File: src/rtl/cpu_pkg.sv
// Shared CPU front-end definitions: default bus widths, fetch entry layout, PC step.
package cpu_pkg;

  localparam int unsigned CPU_ADDR_W = 32;
  localparam int unsigned CPU_DATA_W = 32;
  localparam int unsigned PC_STEP    = 1;

  typedef struct packed {
    logic [CPU_ADDR_W-1:0] pc;
    logic [CPU_DATA_W-1:0] inst;
  } fetch_entry_t;

endpackage

File: src/rtl/if_fetch_unit_if.sv
// Fetch-stage buses: instruction-memory request/response and the decode-side handshake.
interface if_fetch_unit_if
  import cpu_pkg::*;
#(
  parameter int unsigned ADDR_W = CPU_ADDR_W,
  parameter int unsigned DATA_W = CPU_DATA_W
);

  logic              imem_req_valid;
  logic              imem_req_ready;
  logic [ADDR_W-1:0] imem_req_addr;
  logic              imem_rsp_valid;
  logic [DATA_W-1:0] imem_rsp_data;
  logic              inst_valid;
  logic              inst_ready;
  logic [DATA_W-1:0] inst_data;
  logic [ADDR_W-1:0] inst_pc;

  // Fetch-unit side
  modport master (
    output imem_req_valid, imem_req_addr,
    input  imem_req_ready, imem_rsp_valid, imem_rsp_data,
    output inst_valid, inst_data, inst_pc,
    input  inst_ready
  );

  // Memory / decode side
  modport slave (
    input  imem_req_valid, imem_req_addr,
    output imem_req_ready, imem_rsp_valid, imem_rsp_data,
    input  inst_valid, inst_data, inst_pc,
    output inst_ready
  );

endinterface

File: src/rtl/sync_fifo.sv
// Small synchronous FIFO with push/pop/clear, head read-out and occupancy count.
module sync_fifo
  import cpu_pkg::*;
#(
  parameter int unsigned WIDTH = 8,
  parameter int unsigned DEPTH = 2
) (
  input  logic                         clk,
  input  logic                         rst,
  input  logic                         clear,
  input  logic                         push,
  input  logic [WIDTH-1:0]             push_data,
  input  logic                         pop,
  output logic [WIDTH-1:0]             head,
  output logic [$clog2(DEPTH+1)-1:0]   count
);

  localparam int unsigned AW = (DEPTH > 1) ? $clog2(DEPTH) : 1;
  localparam int unsigned CW = $clog2(DEPTH + 1);

  logic [WIDTH-1:0] mem [DEPTH];
  logic [AW-1:0]    wr_ptr;
  logic [AW-1:0]    rd_ptr;

  // Pointers and occupancy; pointers wrap naturally because DEPTH is a power of two
  always_ff @(posedge clk) begin
    if (rst || clear) begin
      wr_ptr <= '0;
      rd_ptr <= '0;
      count  <= '0;
    end else begin
      if (push) wr_ptr <= wr_ptr + AW'(1);
      if (pop)  rd_ptr <= rd_ptr + AW'(1);
      count <= count + CW'(push) - CW'(pop);
    end
  end

  // Storage array, no reset needed since reads are qualified by count
  always_ff @(posedge clk) begin
    if (push && !clear && !rst) mem[wr_ptr] <= push_data;
  end

  assign head = mem[rd_ptr];

endmodule

File: src/rtl/if_fetch_unit.sv
// Instruction fetch: issues word fetches from pc_in, tags responses, queues them for decode, drops stale responses after a redirect.
module if_fetch_unit
  import cpu_pkg::*;
#(
  parameter int unsigned ADDR_W = CPU_ADDR_W,
  parameter int unsigned DATA_W = CPU_DATA_W,
  parameter int unsigned QDEPTH = 2
) (
  input  logic              clk,
  input  logic              rst,
  input  logic [ADDR_W-1:0] pc_in,
  output logic              pc_write,
  input  logic              flush,
  if_fetch_unit_if.master   bus
);

  localparam int unsigned CW = $clog2(QDEPTH + 1);
  localparam int unsigned SW = CW + 1;
  localparam int unsigned EW = ADDR_W + DATA_W;

  logic [CW-1:0]     out_cnt;
  logic [CW-1:0]     drop_cnt;
  logic [CW-1:0]     qcount;
  logic [CW-1:0]     tag_count;
  logic [ADDR_W-1:0] tag_head;
  logic [EW-1:0]     q_head;
  logic [SW-1:0]     occupancy;
  logic              accept;
  logic              rsp;
  logic              live_rsp;
  logic              q_push;
  logic              q_pop;

  // Issue only when in-flight plus queued leaves room; uses registered counts only
  assign occupancy          = SW'(out_cnt) + SW'(qcount);
  assign bus.imem_req_valid = !rst && !flush && (occupancy < SW'(QDEPTH));
  assign bus.imem_req_addr  = pc_in;
  assign accept             = bus.imem_req_valid && bus.imem_req_ready;
  assign pc_write           = !rst && (accept || flush);

  // Responses are live only when no stale ones remain ahead of them
  assign rsp      = bus.imem_rsp_valid;
  assign live_rsp = rsp && (drop_cnt == '0);
  assign q_push   = live_rsp && !flush;
  assign q_pop    = bus.inst_valid && bus.inst_ready;

  assign bus.inst_valid = !rst && (qcount != '0);
  assign bus.inst_data  = bus.inst_valid ? q_head[DATA_W-1:0]  : '0;
  assign bus.inst_pc    = bus.inst_valid ? q_head[EW-1:DATA_W] : '0;

  // Outstanding-request and stale-response bookkeeping
  always_ff @(posedge clk) begin
    if (rst) begin
      out_cnt  <= '0;
      drop_cnt <= '0;
    end else begin
      out_cnt <= out_cnt + CW'(accept) - CW'(rsp);
      if (flush)
        drop_cnt <= out_cnt - CW'(rsp);
      else if (rsp && (drop_cnt != '0))
        drop_cnt <= drop_cnt - CW'(1);
      assert (tag_count <= out_cnt);
    end
  end

  sync_fifo #(.WIDTH(ADDR_W), .DEPTH(QDEPTH)) u_tags (
    .clk       (clk),
    .rst       (rst),
    .clear     (flush),
    .push      (accept),
    .push_data (pc_in),
    .pop       (live_rsp),
    .head      (tag_head),
    .count     (tag_count)
  );

  sync_fifo #(.WIDTH(EW), .DEPTH(QDEPTH)) u_queue (
    .clk       (clk),
    .rst       (rst),
    .clear     (flush),
    .push      (q_push),
    .push_data ({tag_head, bus.imem_rsp_data}),
    .pop       (q_pop),
    .head      (q_head),
    .count     (qcount)
  );

endmodule

File: src/flat_wrapper.sv
// flat-port wrapper written by rule: the top's interface ports become plain ports
module if_fetch_unit_flat import cpu_pkg::*;
#(
  parameter int unsigned ADDR_W = CPU_ADDR_W,
  parameter int unsigned DATA_W = CPU_DATA_W,
  parameter int unsigned QDEPTH = 2
)
  (clk, rst, pc_in, pc_write, flush, bus_imem_req_valid, bus_imem_req_addr, bus_imem_req_ready, bus_imem_rsp_valid, bus_imem_rsp_data, bus_inst_valid, bus_inst_data, bus_inst_pc, bus_inst_ready);
  if_fetch_unit_if #(.ADDR_W(ADDR_W), .DATA_W(DATA_W)) bus_i ();
  input  logic clk;
  input  logic rst;
  input  logic [ADDR_W-1:0] pc_in;
  output logic pc_write;
  input  logic flush;
  output wire logic [$bits(bus_i.imem_req_valid)-1:0] bus_imem_req_valid;
  output wire logic [$bits(bus_i.imem_req_addr)-1:0] bus_imem_req_addr;
  input wire logic [$bits(bus_i.imem_req_ready)-1:0] bus_imem_req_ready;
  input wire logic [$bits(bus_i.imem_rsp_valid)-1:0] bus_imem_rsp_valid;
  input wire logic [$bits(bus_i.imem_rsp_data)-1:0] bus_imem_rsp_data;
  output wire logic [$bits(bus_i.inst_valid)-1:0] bus_inst_valid;
  output wire logic [$bits(bus_i.inst_data)-1:0] bus_inst_data;
  output wire logic [$bits(bus_i.inst_pc)-1:0] bus_inst_pc;
  input wire logic [$bits(bus_i.inst_ready)-1:0] bus_inst_ready;
  assign bus_imem_req_valid = bus_i.imem_req_valid;
  assign bus_imem_req_addr = bus_i.imem_req_addr;
  assign bus_i.imem_req_ready = bus_imem_req_ready;
  assign bus_i.imem_rsp_valid = bus_imem_rsp_valid;
  assign bus_i.imem_rsp_data = bus_imem_rsp_data;
  assign bus_inst_valid = bus_i.inst_valid;
  assign bus_inst_data = bus_i.inst_data;
  assign bus_inst_pc = bus_i.inst_pc;
  assign bus_i.inst_ready = bus_inst_ready;
  if_fetch_unit #(.ADDR_W(ADDR_W), .DATA_W(DATA_W), .QDEPTH(QDEPTH)) u_core (.clk(clk), .rst(rst), .pc_in(pc_in), .pc_write(pc_write), .flush(flush), .bus(bus_i));
endmodule
File: config.mk
export PLATFORM = sky130hd
export DESIGN_NAME = if_fetch_unit_flat
export DESIGN_NICKNAME = d
export VERILOG_FILES = /design/src/rtl/cpu_pkg.sv /design/src/rtl/if_fetch_unit_if.sv /design/src/rtl/sync_fifo.sv /design/src/rtl/if_fetch_unit.sv /design/src/flat_wrapper.sv
export SDC_FILE = /design/constraint.sdc
export NUM_CORES = 1
export LEC_CHECK = 0
export CORE_UTILIZATION = 57
export CTS_CLUSTER_SIZE = 30
export DETAILED_ROUTE_END_ITERATION = 8
export DONT_BUFFER_PORTS = 1
export PLACE_DENSITY = 0.75
export SYNTH_ARGS = -nofsm -noshare
export SYNTH_HDL_FRONTEND = slang
export SYNTH_SLANG_ARGS = --single-unit
File: constraint.sdc
create_clock -name clk -period 6 [get_ports clk]
set_clock_uncertainty 0.1 [all_clocks]
set_input_delay 0.9 -clock clk [delete_from_list [all_inputs] [get_ports clk]]
set_output_delay 0.9 -clock clk [all_outputs]
set_load 0.02 [all_outputs]
==> impl_metrics.env, run 1 <==
export IMPL_timing_fmax_mhz=292.1
export IMPL_synth_ff_type="edfxtp_1"
export IMPL_cts_resized=0
export IMPL_grt_usage=0.1653
export IMPL_clkTransAtPathRegs_ns=0.06
export IMPL_io_pins=169
export IMPL_path_max_fanout=4
export IMPL_place_inst=595
export IMPL_globalRouteMet1Util=0.1822
export IMPL_synthTopCellsByCount="edfxtp_1, nor2_1, mux2i_1"
export IMPL_synth_seq_area_share=0.7502
export IMPL_ctsHoldBuffers=0
export IMPL_ant_nets=0
export IMPL_num_fill_cells=962
export IMPL_rsz0062_at_grt="no"
export IMPL_arrival_ns=2.42
export IMPL_tns_ns=0
export IMPL_slew_headroom=0.2420
export IMPL_period_share=0.5707
export IMPL_cts_tree="built"
export IMPL_h_tree_depth=1
export IMPL_cp_slowest_cell="nor4_4"
export IMPL_synthTopCellsByArea="edfxtp_1, mux2i_1, buf_4"
export IMPL_status="finished, final reports clean"
export IMPL_totalWireLength_um=11990
export IMPL_io_buffers=0
export IMPL_multiInputGateArea_mm2=0.001627
export IMPL_ir_drop_mv=0.2748
export IMPL_cp_num_buf_inv=0
export IMPL_setup_viol=0
export IMPL_synth_top_area_frac=0.7202
export IMPL_crit_family="simple AND/OR/NAND/NOR gates"
export IMPL_via_count=3463
export IMPL_nets=517
export IMPL_grt_pass1_wl_um=18120
export IMPL_dp_hpwl_um=7013
export IMPL_cp_required_ns=5.00
export IMPL_cp_cell_sequence="and2_1 -> fa_1 -> nor4_4 -> a21oi_1 -> nor2_1"
export IMPL_grt_busiest_layer="met2"
export IMPL_grt_pass1_vias=3551
export IMPL_insertion_delay_ns=0.47
export IMPL_ys_ff_latch=204
export IMPL_synth_edf_count=192
export IMPL_yosysWarnings=0
export IMPL_vias_per_cell=5.506
export IMPL_finalMaxSlewViolations=0
export IMPL_grt_start_max_net_pins=65
export IMPL_drt_iter0_markers=198
export IMPL_row_count=42
export IMPL_n_antenna_cell=0
export IMPL_cts_buffers=20
export IMPL_start_util=0.5951
export IMPL_max_slew_worst_pin_slew_ns=1.137
export IMPL_wl_per_cell_um=19.07
export IMPL_worstSetupPathType="flip-flop to output pin"
export IMPL_drtPass1Iterations=5
export IMPL_grt_overflow=0
export IMPL_die_area_mm2=0.01452
export IMPL_place_congestion=0.7494
export IMPL_synth_cell_types=33
export IMPL_cts_num_sinks=204
export IMPL_antenna_found_initial=0
export IMPL_hp_class="input port to flip-flop"
export IMPL_syn_area_mm2=0.008005
export IMPL_area_growth_pct=6.580
export IMPL_grt_util_met3=0.05943
export IMPL_synth_most_common_cell="edfxtp_1"
export IMPL_register_area_mm2=0.006011
export IMPL_syn_avg_cell_area_um2=17.07
export IMPL_startpoint_type="flip-flop"
export IMPL_p_leak_nw=2.676
export IMPL_finalCriticalPeriod_ns=3.424
export IMPL_die_y_um=120.5
export IMPL_post_route_drc_count=0
export IMPL_utilization=0.6342
export IMPL_place_ws_ns=3.055
export IMPL_core_area_mm2=0.01345
export IMPL_drive_gt1_frac=0.1523
export IMPL_cp_end_kind="output pin"
export IMPL_setup_slack_ns=2.576
export IMPL_grt_util_met2=0.2981
export IMPL_post_cts_buffers=0
export IMPL_synthArstFlopShare=0
export IMPL_synthCells=469
export IMPL_layoutNonFillerInstCount=629
export IMPL_syn_num_nets=545
export IMPL_die_w_um=120.5
export IMPL_power_density_mw_per_mm2=339.6
export IMPL_synth_area_leader_cell="edfxtp_1"
export IMPL_drv_cap=0
export IMPL_clockBufferDepth=3
export IMPL_max_stage_delay_ns=0.47
export IMPL_root_buffer="clkbuf_16"
export IMPL_hold_viol=0
## metrics by stage
stage                     hold WS [ns]  total power, mW  area [um2]
after global placement          0.3580            1.744        7899
after global routing            0.3738            2.989        8532
after floorplan                 0.3459            1.761        8010
after CTS                       0.3729            2.930        8532
after detailed placement        0.3740            1.749        7899
final                           0.3890            2.898        8532
## state kept, by name, indices dropped and copies added, names as in the netlist, named ones only
signal / cells
u_core.u_queue.wr_ptr: 1
u_core.drop_cnt: 2
u_core.u_tags.wr_ptr: 1
u_core.u_queue.mem: 128
u_core.u_queue.rd_ptr: 1
u_core.out_cnt: 2
u_core.u_tags.rd_ptr: 1
u_core.u_queue.count: 2
u_core.u_tags.mem: 64
## power by group
group / internal, mW / switching [mW] / total (mW)
logic: 0.0394 / 0.0623 / 0.102
registers: 1.60 / 0.0181 / 1.62
clock network: 0.714 / 0.465 / 1.18
## placed cells by master, fill, tap and decap left out, types with 4 or more instances in the layout
cell / Yosys / routed
xor2_1: 4 / 4
edfxtp_1: 192 / 192
ha_1: 5 / 5
nor3_1: 5 / 4
clkbuf_1: 2 / 4
nor2_1: 68 / 67
mux2_2: 30 / 30
mux2i_1: 65 / 65
clkbuf_16: 0 / 21
inv_1: 6 / 6
dfxtp_1: 12 / 10
## worst paths after layout
| kind | start | to | slack (ns) | cells past startpoint |
|---|---|---|---|---|
| hold reg to reg | u_core.u_queue.rd_ptr$_SDFFE_PP0P_ | u_core.u_queue.rd_ptr$_SDFFE_PP0P_ | 0.39 | 2 |
| hold / removal | rst | flip-flop | 0.39 | 1 |
| setup / recovery | u_core.u_queue.count[0]$_SDFF_PP0_ | pc_write | 2.58 | 5 |
| setup reg to reg | u_core.u_queue.count[0]$_SDFF_PP0_ | u_core.u_tags.mem[0][1]$_DFFE_PP_ | 3.06 | 5 |
## kinds of logic (layout without fill, tap and decap cells)
kind of cell,after synthesis,in the layout,share of synthesized area
and+or+nand+nor,88,88,0.04845
AOI/OAI and AO/OA,8,8,0.006252
DFF,204,204,0.7502
buffers and inverters,59,43,0.05080
xor gates and xnor gates,7,7,0.007659
muxes,97,97,0.1263
adders and majority gates,6,6,0.01032
## layer usage
| metal | part of all wire | up-vias |
|---|---|---|
| li1 | - | 1635 |
| met1 | 0.39 | 1690 |
| met2 | 0.50 | 121 |
| met3 | 0.093 | 17 |
| met4 | 0.019 | 0 |
| met5 | 0 | - |
## layout make-up
| type | instances | share of cell area |
|---|---|---|
| tap | 176 | 0.02581 |
| sequential | 204 | 0.7045 |
| clock buffer | 28 | 0.06819 |
| multi-input combinational | 206 | 0.1906 |
| timing repair buffer | 2 | 0.001760 |
| clock inverter | 6 | 0.006013 |
| inverter | 7 | 0.003080 |
No activity file was read; power rests on OpenSTA's default activity.
==> run 2: changes to the inputs <==
==> constraint.sdc (replaced) <==
create_clock -name clk -period 2.85 [get_ports clk]
set_clock_uncertainty 0.1 [all_clocks]
set_input_delay 0.4275 -clock clk [delete_from_list [all_inputs] [get_ports clk]]
set_output_delay 0.4275 -clock clk [all_outputs]
set_load 0.02 [all_outputs]
==> impl_metrics.env, run 2 (synthesis gave the netlist of run 1 again) <==
export IMPL_finalMaxSlewViolations=0
export IMPL_arrival_ns=2.17
export IMPL_regMostFlops="u_core.u_queue.mem"
export IMPL_utilization=0.6966
export IMPL_die_y_um=120.5
export IMPL_grt_usage=0.1777
export IMPL_period_share=0.9461
export IMPL_status="finished, final reports clean"
export IMPL_slew_headroom=0.4830
export IMPL_tns_ns=0
export IMPL_p_seq_frac=0.534
export IMPL_cts_buffers=21
export IMPL_clkPwrFrac=0.414
export IMPL_switching_power_mw=1.224
export IMPL_routed_wl_met3_um=953
export IMPL_p_total_mw=6.366
export IMPL_hp_class="input port to flip-flop"
export IMPL_cp_end_kind="output pin"
export IMPL_io_buffers=0
export IMPL_drive_gt1_frac=0.1638
export IMPL_h_tree_depth=1
export IMPL_largest_register_ffs=128
export IMPL_totalWireLength_um=12710
export IMPL_timing_fmax_mhz=370.9
export IMPL_setup_viol=0
export IMPL_die_w_um=120.5
export IMPL_clockBufferDepth=3
export IMPL_die_area_mm2=0.01452
export IMPL_cts_tree="built"
export IMPL_post_cts_buffers=0
export IMPL_cp_required_ns=2.32
export IMPL_final_common_cell="edfxtp_1"
export IMPL_hold_viol=0
export IMPL_holdWs_ns=0.02601
export IMPL_worstSetupPathType="flip-flop to output pin"
export IMPL_grt_pass1_wl_um=19940
export IMPL_row_count=42
export IMPL_drt_iter0_markers=173
export IMPL_antenna_found_initial=0
export IMPL_start_util=0.5951
export IMPL_wl_met1_um=5199
export IMPL_insertion_delay_ns=0.47
export IMPL_p_sw_frac=0.1923
export IMPL_p_leak_nw=3.035
export IMPL_max_stage_delay_ns=0.45
export IMPL_area_growth_pct=17.07
export IMPL_post_route_drc_count=0
export IMPL_wl_per_cell_um=17.98
export IMPL_reg_top3="u_core.u_queue.mem (128), u_core.u_tags.mem (64)"
export IMPL_core_area_mm2=0.01345
export IMPL_internal_power_mw=5.142
export IMPL_grt_pass1_vias=3938
export IMPL_final_cell_mix="edfxtp_1, dlygate4sd3_1, nor2_1, mux2i_1, mux2_2"
export IMPL_n_antenna_cell=0
export IMPL_drv_cap=0
export IMPL_root_buffer="clkbuf_16"
export IMPL_grt_start_max_net_pins=65
export IMPL_ant_nets=0
export IMPL_place_congestion=0.7479
export IMPL_startpoint_type="flip-flop"
export IMPL_max_slew_worst_pin_slew_ns=0.7755
export IMPL_cp_slowest_cell="fa_1"
export IMPL_vias_per_cell=5.338
export IMPL_cp_cell_sequence="and2_1 -> fa_1 -> nor4_4 -> a21oi_1 -> nor2_2"
export IMPL_io_pins=169
export IMPL_dp_hpwl_um=7844
export IMPL_routed_wl_met2_um=6372
export IMPL_nets=593
export IMPL_clkTransAtPathRegs_ns=0.06
export IMPL_drtPass1Iterations=4
export IMPL_grt_overflow=0
export IMPL_path_max_fanout=4
export IMPL_via_count=3774
export IMPL_highest_layer="met4"
export IMPL_finalCriticalPeriod_ns=2.696
export IMPL_power_density_mw_per_mm2=679.3
export IMPL_ir_drop_mv=0.5845
export IMPL_power_frac_comb=0.052
export IMPL_rsz0062_at_grt="no"
export IMPL_cts_num_sinks=204
[run 2: changes by cell type in the layout (fill, tap and decap cells not counted), sizes merged]
cell,change
clkinvlp,+1
inv,+1
bufinv,+2
clkbuf,-5
dlygate4sd3,+67
buf,+8
clkinv,+4
[run 2: routing by layer]
layer	vias to the layer above	track usage
met2	127	0.3143
met5	-	0
li1	1795	-
met4	0	0.04475
met3	18	0.04811
met1	1834	0.2161
[run 2: path summary, 6_finish.rpt]
kind / from / end / slack (ns) / depth (start not counted)
hold / removal: flush / u_core.drop_cnt[0]$_SDFFE_PP0P_ / 0.03 / 2
setup reg to reg: u_core.u_queue.count[0]$_SDFF_PP0_ / u_core.u_tags.mem[1][2]$_DFFE_PP_ / 0.38 / 5
hold reg to reg: u_core.u_tags.wr_ptr$_SDFFE_PP0P_ / u_core.u_tags.wr_ptr$_SDFFE_PP0P_ / 0.41 / 1
setup / recovery: u_core.u_queue.count[0]$_SDFF_PP0_ / pc_write / 0.15 / 5
[run 2: area by class of cell]
class	count	area (um2)
fill	880	4081
multi-input combinational	206	1652
clock buffer	23	533.0
clock inverter	14	143.9
sequential	204	6013
inverter	7	26.28
tap	176	220.2
timing repair buffer	77	783.3
[run 2: timing repair]
item	4_1_cts	5_1_grt
setup endpoints to repair	0	1
hold buffers	67	0
endpoints found under the hold margin	136	0
gates resized for setup	0	1
[run 2: power groups by stage]
stage	registers, mW	clock network (mW)	logic, mW
2_1_floorplan	3.45	0	0.272
3_3_place_gp	3.46	0	0.231
3_5_place_dp	3.46	0	0.240
5_1_grt	3.40	2.82	0.363
6_report	3.40	2.64	0.331
4_1_cts	3.40	2.70	0.334
[run 2: through the flow]
| step | setup slack (ns) | area (um2) | cells |
|---|---|---|---|
| after global placement | 0.4859 | 8021 | 603 |
| after floorplan | -0.07361 | 8055 | 469 |
| after global routing | 0.04807 | 9371 | 707 |
| after CTS | 0.06593 | 9369 | 707 |
| after detailed placement | 0.3947 | 8021 | 603 |
| final | 0.1537 | 9371 | 707 |
[run 2: worst max-delay path: cells and delay by family (launching register included)]
kind                       cells  cell delay, ns
adders and majority gates      1            0.45
and+or+nand+nor                3            0.72
DFF                            1            0.41
AOI/OAI and AO/OA              1            0.13
==> run 3: changes to the inputs <==
--- a/config.mk
+++ b/config.mk
@@ -5,6 +5,7 @@
 export SDC_FILE = /design/constraint.sdc
 export NUM_CORES = 1
 export LEC_CHECK = 0
+export ABC_CLOCK_PERIOD_IN_PS = 2850
 export CORE_UTILIZATION = 57
 export CTS_CLUSTER_SIZE = 30
 export DETAILED_ROUTE_END_ITERATION = 8
==> results of run 3 <==
Same layout as run 2: the final DEF is identical, and so are final timing and power.
